===== src/rtl/icache_axi_refill.sv =====
// Instruction-cache line refill engine: one 16-byte line per request, fetched as a 4-beat AXI4 INCR read.
// Latency: request to ret_valid is 6 cycles with a zero-wait slave (AR at +1, beats at +2..+5).
// Backpressure: holds AR until arready and absorbs R gaps; accepts a new request only in IDLE.
module icache_axi_refill #(
  parameter logic [3:0] ARID_VAL = 4'd0
) (
  input  logic         clk,
  input  logic         reset,
  input  logic         rd_req,
  input  logic [31:0]  rd_addr,
  output logic         rd_rdy,
  output logic         ret_valid,
  output logic [127:0] ret_data,
  output logic         ret_err,
  output logic [3:0]   arid,
  output logic [31:0]  araddr,
  output logic [7:0]   arlen,
  output logic [2:0]   arsize,
  output logic [1:0]   arburst,
  output logic         arvalid,
  input  logic         arready,
  input  logic [3:0]   rid,
  input  logic [31:0]  rdata,
  input  logic [1:0]   rresp,
  input  logic         rlast,
  input  logic         rvalid,
  output logic         rready
);

  typedef enum logic [1:0] {IDLE, AR, R, RET} state_t;

  state_t           state;
  logic [31:0]      addr_q;
  logic [3:0][31:0] line_q;
  logic [1:0]       cnt_q;
  logic             full_q;
  logic             err_q;
  logic             unused_bits;

  assign unused_bits = ^{rid, rd_addr[3:0]};

  always_ff @(posedge clk) begin
    if (reset) begin
      state  <= IDLE;
      addr_q <= '0;
      line_q <= '0;
      cnt_q  <= '0;
      full_q <= 1'b0;
      err_q  <= 1'b0;
    end else begin
      case (state)
        IDLE: begin
          if (rd_req) begin
            addr_q <= {rd_addr[31:4], 4'h0};
            line_q <= '0;
            cnt_q  <= '0;
            full_q <= 1'b0;
            err_q  <= 1'b0;
            state  <= AR;
          end
        end
        AR: begin
          if (arready) state <= R;
        end
        R: begin
          if (rvalid) begin
            // full_q marks that word 3 is written, so surplus beats land nowhere
            if (!full_q) line_q[cnt_q] <= rdata;
            if (cnt_q == 2'd3) full_q <= 1'b1;
            else               cnt_q  <= cnt_q + 2'd1;
            err_q <= err_q | (rresp != 2'b00);
            if (rlast) state <= RET;
          end
        end
        RET:     state <= IDLE;
        default: state <= IDLE;
      endcase
    end
  end

  assign rd_rdy    = (state == IDLE) && !reset;
  assign arvalid   = (state == AR);
  assign rready    = (state == R);
  assign ret_valid = (state == RET);
  assign ret_data  = line_q;
  assign ret_err   = err_q;
  assign araddr    = addr_q;
  assign arid      = ARID_VAL;
  assign arlen     = 8'd3;
  assign arsize    = 3'd2;
  assign arburst   = 2'b01;

endmodule

===== config.mk =====
export PLATFORM = sky130hd
export DESIGN_NAME = icache_axi_refill
export DESIGN_NICKNAME = d
export VERILOG_FILES = /design/src/rtl/icache_axi_refill.sv
export SDC_FILE = /design/constraint.sdc
export NUM_CORES = 1
export LEC_CHECK = 0
export BUFFER_PORTS_ARGS = -buffer_cell sky130_fd_sc_hd__buf_2
export CAP_MARGIN = 25
export CORE_MARGIN = 10
export CORE_UTILIZATION = 46
export CTS_CLUSTER_DIAMETER = 80
export DETAILED_ROUTE_END_ITERATION = 8
export PLACE_DENSITY = 0.9
export SLEW_MARGIN = 20
export SYNTH_ARGS = -nofsm -noshare
export SYNTH_HDL_FRONTEND = slang
export SYNTH_SLANG_ARGS = --single-unit

===== constraint.sdc =====
create_clock -name clk -period 2.65 [get_ports clk]
set_input_delay 0.1325 -clock clk [delete_from_list [all_inputs] [get_ports clk]]
set_output_delay 0.1325 -clock clk [all_outputs]
set_load 0.02 [all_outputs]

==> tab_implementation.tex <==
\begin{tabular}{lr}
\hline
Metric & Value \\
\hline
\multicolumn{2}{l}{\textbf{Run status}} \\
Result of the run & finished, final reports clean \\
\multicolumn{2}{l}{\textbf{Pwr}} \\
Clock network power share & 32.9\% \\
Sequential fraction of design power & 39.8\% \\
Static leakage power & 3.85 nW \\
Pwr/cell area & 855 mW/mm² \\
Sw frac & 34.1\% \\
Share of power burned in combinational logic & 27.3\% \\
Internal Dissipation & 4.46 mW \\
Peak supply drop & 0.000458 V \\
Switching power & 2.31 mW \\
\multicolumn{2}{l}{\textbf{GRT}} \\
GRT Residual Overflow & 0 \\
M1 GR Usage & 23.0\% \\
Largest net degree at the start of global routing & 31 \\
Vias in the first global route & 5295 \\
GRT met3 Usage & 6.20\% \\
Wire length of the first global-routing pass & 28.4 mm \\
Global Route Usage Sum & 21.3\% \\
Antenna violations before repair & 3 \\
Met2 usage & 36.9\% \\
Busiest metal layer after global routing & met2 \\
\multicolumn{2}{l}{\textbf{Timing}} \\
Clk\_skew & 9.36 ps \\
Achievable clock frequency & 0.472 GHz \\
Worst slew slack as a fraction of its limit & 65.9\% \\
Final TNS setup & 0 ps \\
Final critical-path setup slack & 530 ps \\
RSZ-0062 raised after global routing & no \\
Share of the clock period used by the worst path after layout & 80.0\% \\
Final max-slew violation count & 0 \\
Final critical delay including setup and external delays & 2120 ps \\
Endpoints failing setup & 0 \\
Slew at the pin with the worst max-slew slack & 511 ps \\
Worst-case hold slack & 13.9 ps \\
Final hold violations & 0 \\
\multicolumn{2}{l}{\textbf{Synth}} \\
Mux cell area share after synthesis & 0.355\% \\
Adder-cell area share of the yosys netlist & 2.00\% \\
Compound-gate portion of the synthesized area & 24.5\% \\
Total of flip-flops plus latches after synthesis & 162 \\
Post-synthesis cell type with the largest combined area & dfxtp\_1 \\
Post-synthesis instance area & 0.00564 mm² \\
Synth area leaders & dfxtp\_1 58\%, a22o\_1 20\%, buf\_4 4.5\% \\
Distinct cell type count after synthesis & 29 \\
Combinational family with the most area after synthesis & compound AO/OA/AOI/OAI gates \\
Post-Syn Instances & 498 \\
Top-area cell type share of the netlist area & 57.5\% \\
Portion of the post-synthesis area used by sequential elements & 57.5\% \\
Xor and xnor fraction of the mapped netlist area & 0\% \\
Number of warnings reported in the yosys synthesis log & 0 \\
Synthesized area divided by synthesized cell count & 11.3 µm² \\
Synthesized-area fraction occupied by and/or/nand/nor cells & 7.17\% \\
\multicolumn{2}{l}{\textbf{Final layout}} \\
Fraction of final layout cells with drive strength greater than 1 & 36.4\% \\
Final layout net count & 869 \\
Area added between synthesis and finish & 40.5\% \\
\multicolumn{2}{l}{\textbf{Detailed routing}} \\
First-pass iteration count of the detailed router & 4 \\
Number of nets with antenna violations after detailed routing & 0 \\
Via count normalized by instance count & 5.35 \\
Overall routed net length & 18.7 mm \\
Total vias in the final route & 5068 \\
Iter 0 DRT Violations & 357 \\
Average wire per standard cell & 19.8 µm \\
Drc violations & 0 \\
\multicolumn{2}{l}{\textbf{Floorplanning}} \\
Floorplan row count & 40 \\
Core footprint & 0.0120 mm² \\
Starting utilization of the core area & 46.9\% \\
Die Y & 131 µm \\
Floorplan die width & 131 µm \\
Full die area & 0.0171 mm² \\
Number of I/O pins & 258 \\
\multicolumn{2}{l}{\textbf{Clocking}} \\
Post-cts repair resize count & 0 \\
TritonCTS clock tree & done \\
TritonCTS Sinks & 162 \\
Cell at the root of the clock tree & clkbuf\_16 \\
Buffer count from post-CTS setup fixing & 0 \\
Clock slew at reported path FFs & 70 ps \\
Clock latency reported for the late side of the worst-skew pair & 420 ps \\
CTS Buf Count & 17 \\
Hold buffer count at cts & 59 \\
Depth of the CTS H-tree & 4 \\
Clock Tree Buf Depth & 2 \\
\multicolumn{2}{l}{\textbf{Placement}} \\
Post-Place Worst Slack & 547 ps \\
DPL Wire Length & 12.1 mm \\
Final weighted congestion in routability-driven placement & 0.773 \\
Number of port buffers & 228 \\
\multicolumn{2}{l}{\textbf{Worst setup path}} \\
Worst EP arrival & 2420 ps \\
Critical Path Start Type & flip-flop \\
Data required time at the worst endpoint & 2950 ps \\
Worst Setup Path Type & reg -> reg \\
Critical path endpoint category & flip-flop \\
Peak fanout along the critical path & 21 \\
\multicolumn{2}{l}{\textbf{Hold path}} \\
Path type of the worst min-delay path & in -> reg \\
\multicolumn{2}{l}{\textbf{Job}} \\
Maxcap violations & 0 \\
\hline
\end{tabular}
worst max-delay path: stages, from the launching register on:
cell and delay [ps]:
dfxtp_1 410, inv_1 90, ha_1 250, nor2b_4 180, a2111oi_4 310, buf_4 230
a21oi_4 70, buf_4 250, a22o_1 220
synthesized netlist by cell type (all sizes together):
library cell	instances
inv	6
o311ai	1
nor2b	4
nand2b	6
conb	2
o21a	1
nor3b	1
nand4	1
mux2i	2
and2	5
a2111oi	2
buf	52
nor4	1
dfxtp	162
nand2	58
clkbuf	8
nor3	5
a21oi	37
nor2	5
a22o	128
ha	9
nand3	1
and2b	1
cell usage in the layout, fill, tap and decap left out, types with 3 or more instances in the layout:
cell type,count
a21oi_4,4
a21oi_1,33
nor2_1,5
clkinv_4,5
nor2b_1,3
nor3_1,5
diode_2,3
nand2b_1,6
and2_1,5
dfxtp_1,162
buf_2,228
dlygate4sd3_1,59
ha_1,9
buf_4,21
clkinv_2,4
conb_1,21
inv_1,6
clkbuf_16,17
a22o_1,128
nand2_1,58
through the flow:
step / std cells / cell area (µm²) / utilization (%) / power, mW
final: 947 / 7920 / 65.9 / 6.77
after CTS: 944 / 7910 / 65.9 / 6.79
after global routing: 947 / 7920 / 65.9 / 7.09
after global placement: 853 / 6770 / 56.4 / 4.44
after floorplan: 517 / 5710 / - / 4.00
after detailed placement: 853 / 6770 / 56.4 / 4.50
power by group through the flow:
stage                     clock (mW)  combinational [mW]  sequential (mW)
after global placement             0                1.71             2.73
after detailed placement           0                1.76             2.74
after global routing            2.38                1.99             2.72
after floorplan                    0                1.08             2.92
after CTS                       2.27                1.83             2.69
final                           2.23                1.84             2.70
routing by layer:
| metal | routed length [µm] | vias to the layer above |
|---|---|---|
| li1 | - | 2333 |
| met1 | 7070 | 2393 |
| met2 | 9490 | 283 |
| met3 | 1510 | 59 |
| met4 | 638 | 0 |
| met5 | 0 | - |
final cells by class:
class | count | area (µm²)
Tap cell | 147 | 184
Inverter | 6 | 22.5
Clock buffer | 18 | 439
Timing Repair Buffer | 308 | 1890
Clock inverter | 14 | 108
Sequential cell | 162 | 3240
Multi-Input combinational cell | 289 | 2030
Antenna cell | 3 | 7.51
Fill cell | 871 | 4090
flip-flops by register name, indices dropped and copies added, names as in the netlist:
signal,count
araddr,28
cnt_q,2
full_q,1
ret_data,128
ret_err,1
state,2
final timing paths:
kind	slack, ps	cells after the start	endpoint	start
min	10	2	ret_data[97]	rdata[1]
max reg2reg	530	8	ret_data[12]	state[1]
min reg2reg	450	2	araddr[17]	araddr[17]
max	530	8	ret_data[12]	state[1]
kinds of logic (layout without fill, tap and decap cells):
kind of cell	count (synthesis)	after routing
fa+ha+maj	9	9
simple gates	88	88
flops	162	162
mux	2	2
other cells	2	24
buf+inv	66	346
compound gates	169	169
Power figures use the tool's default switching activity.
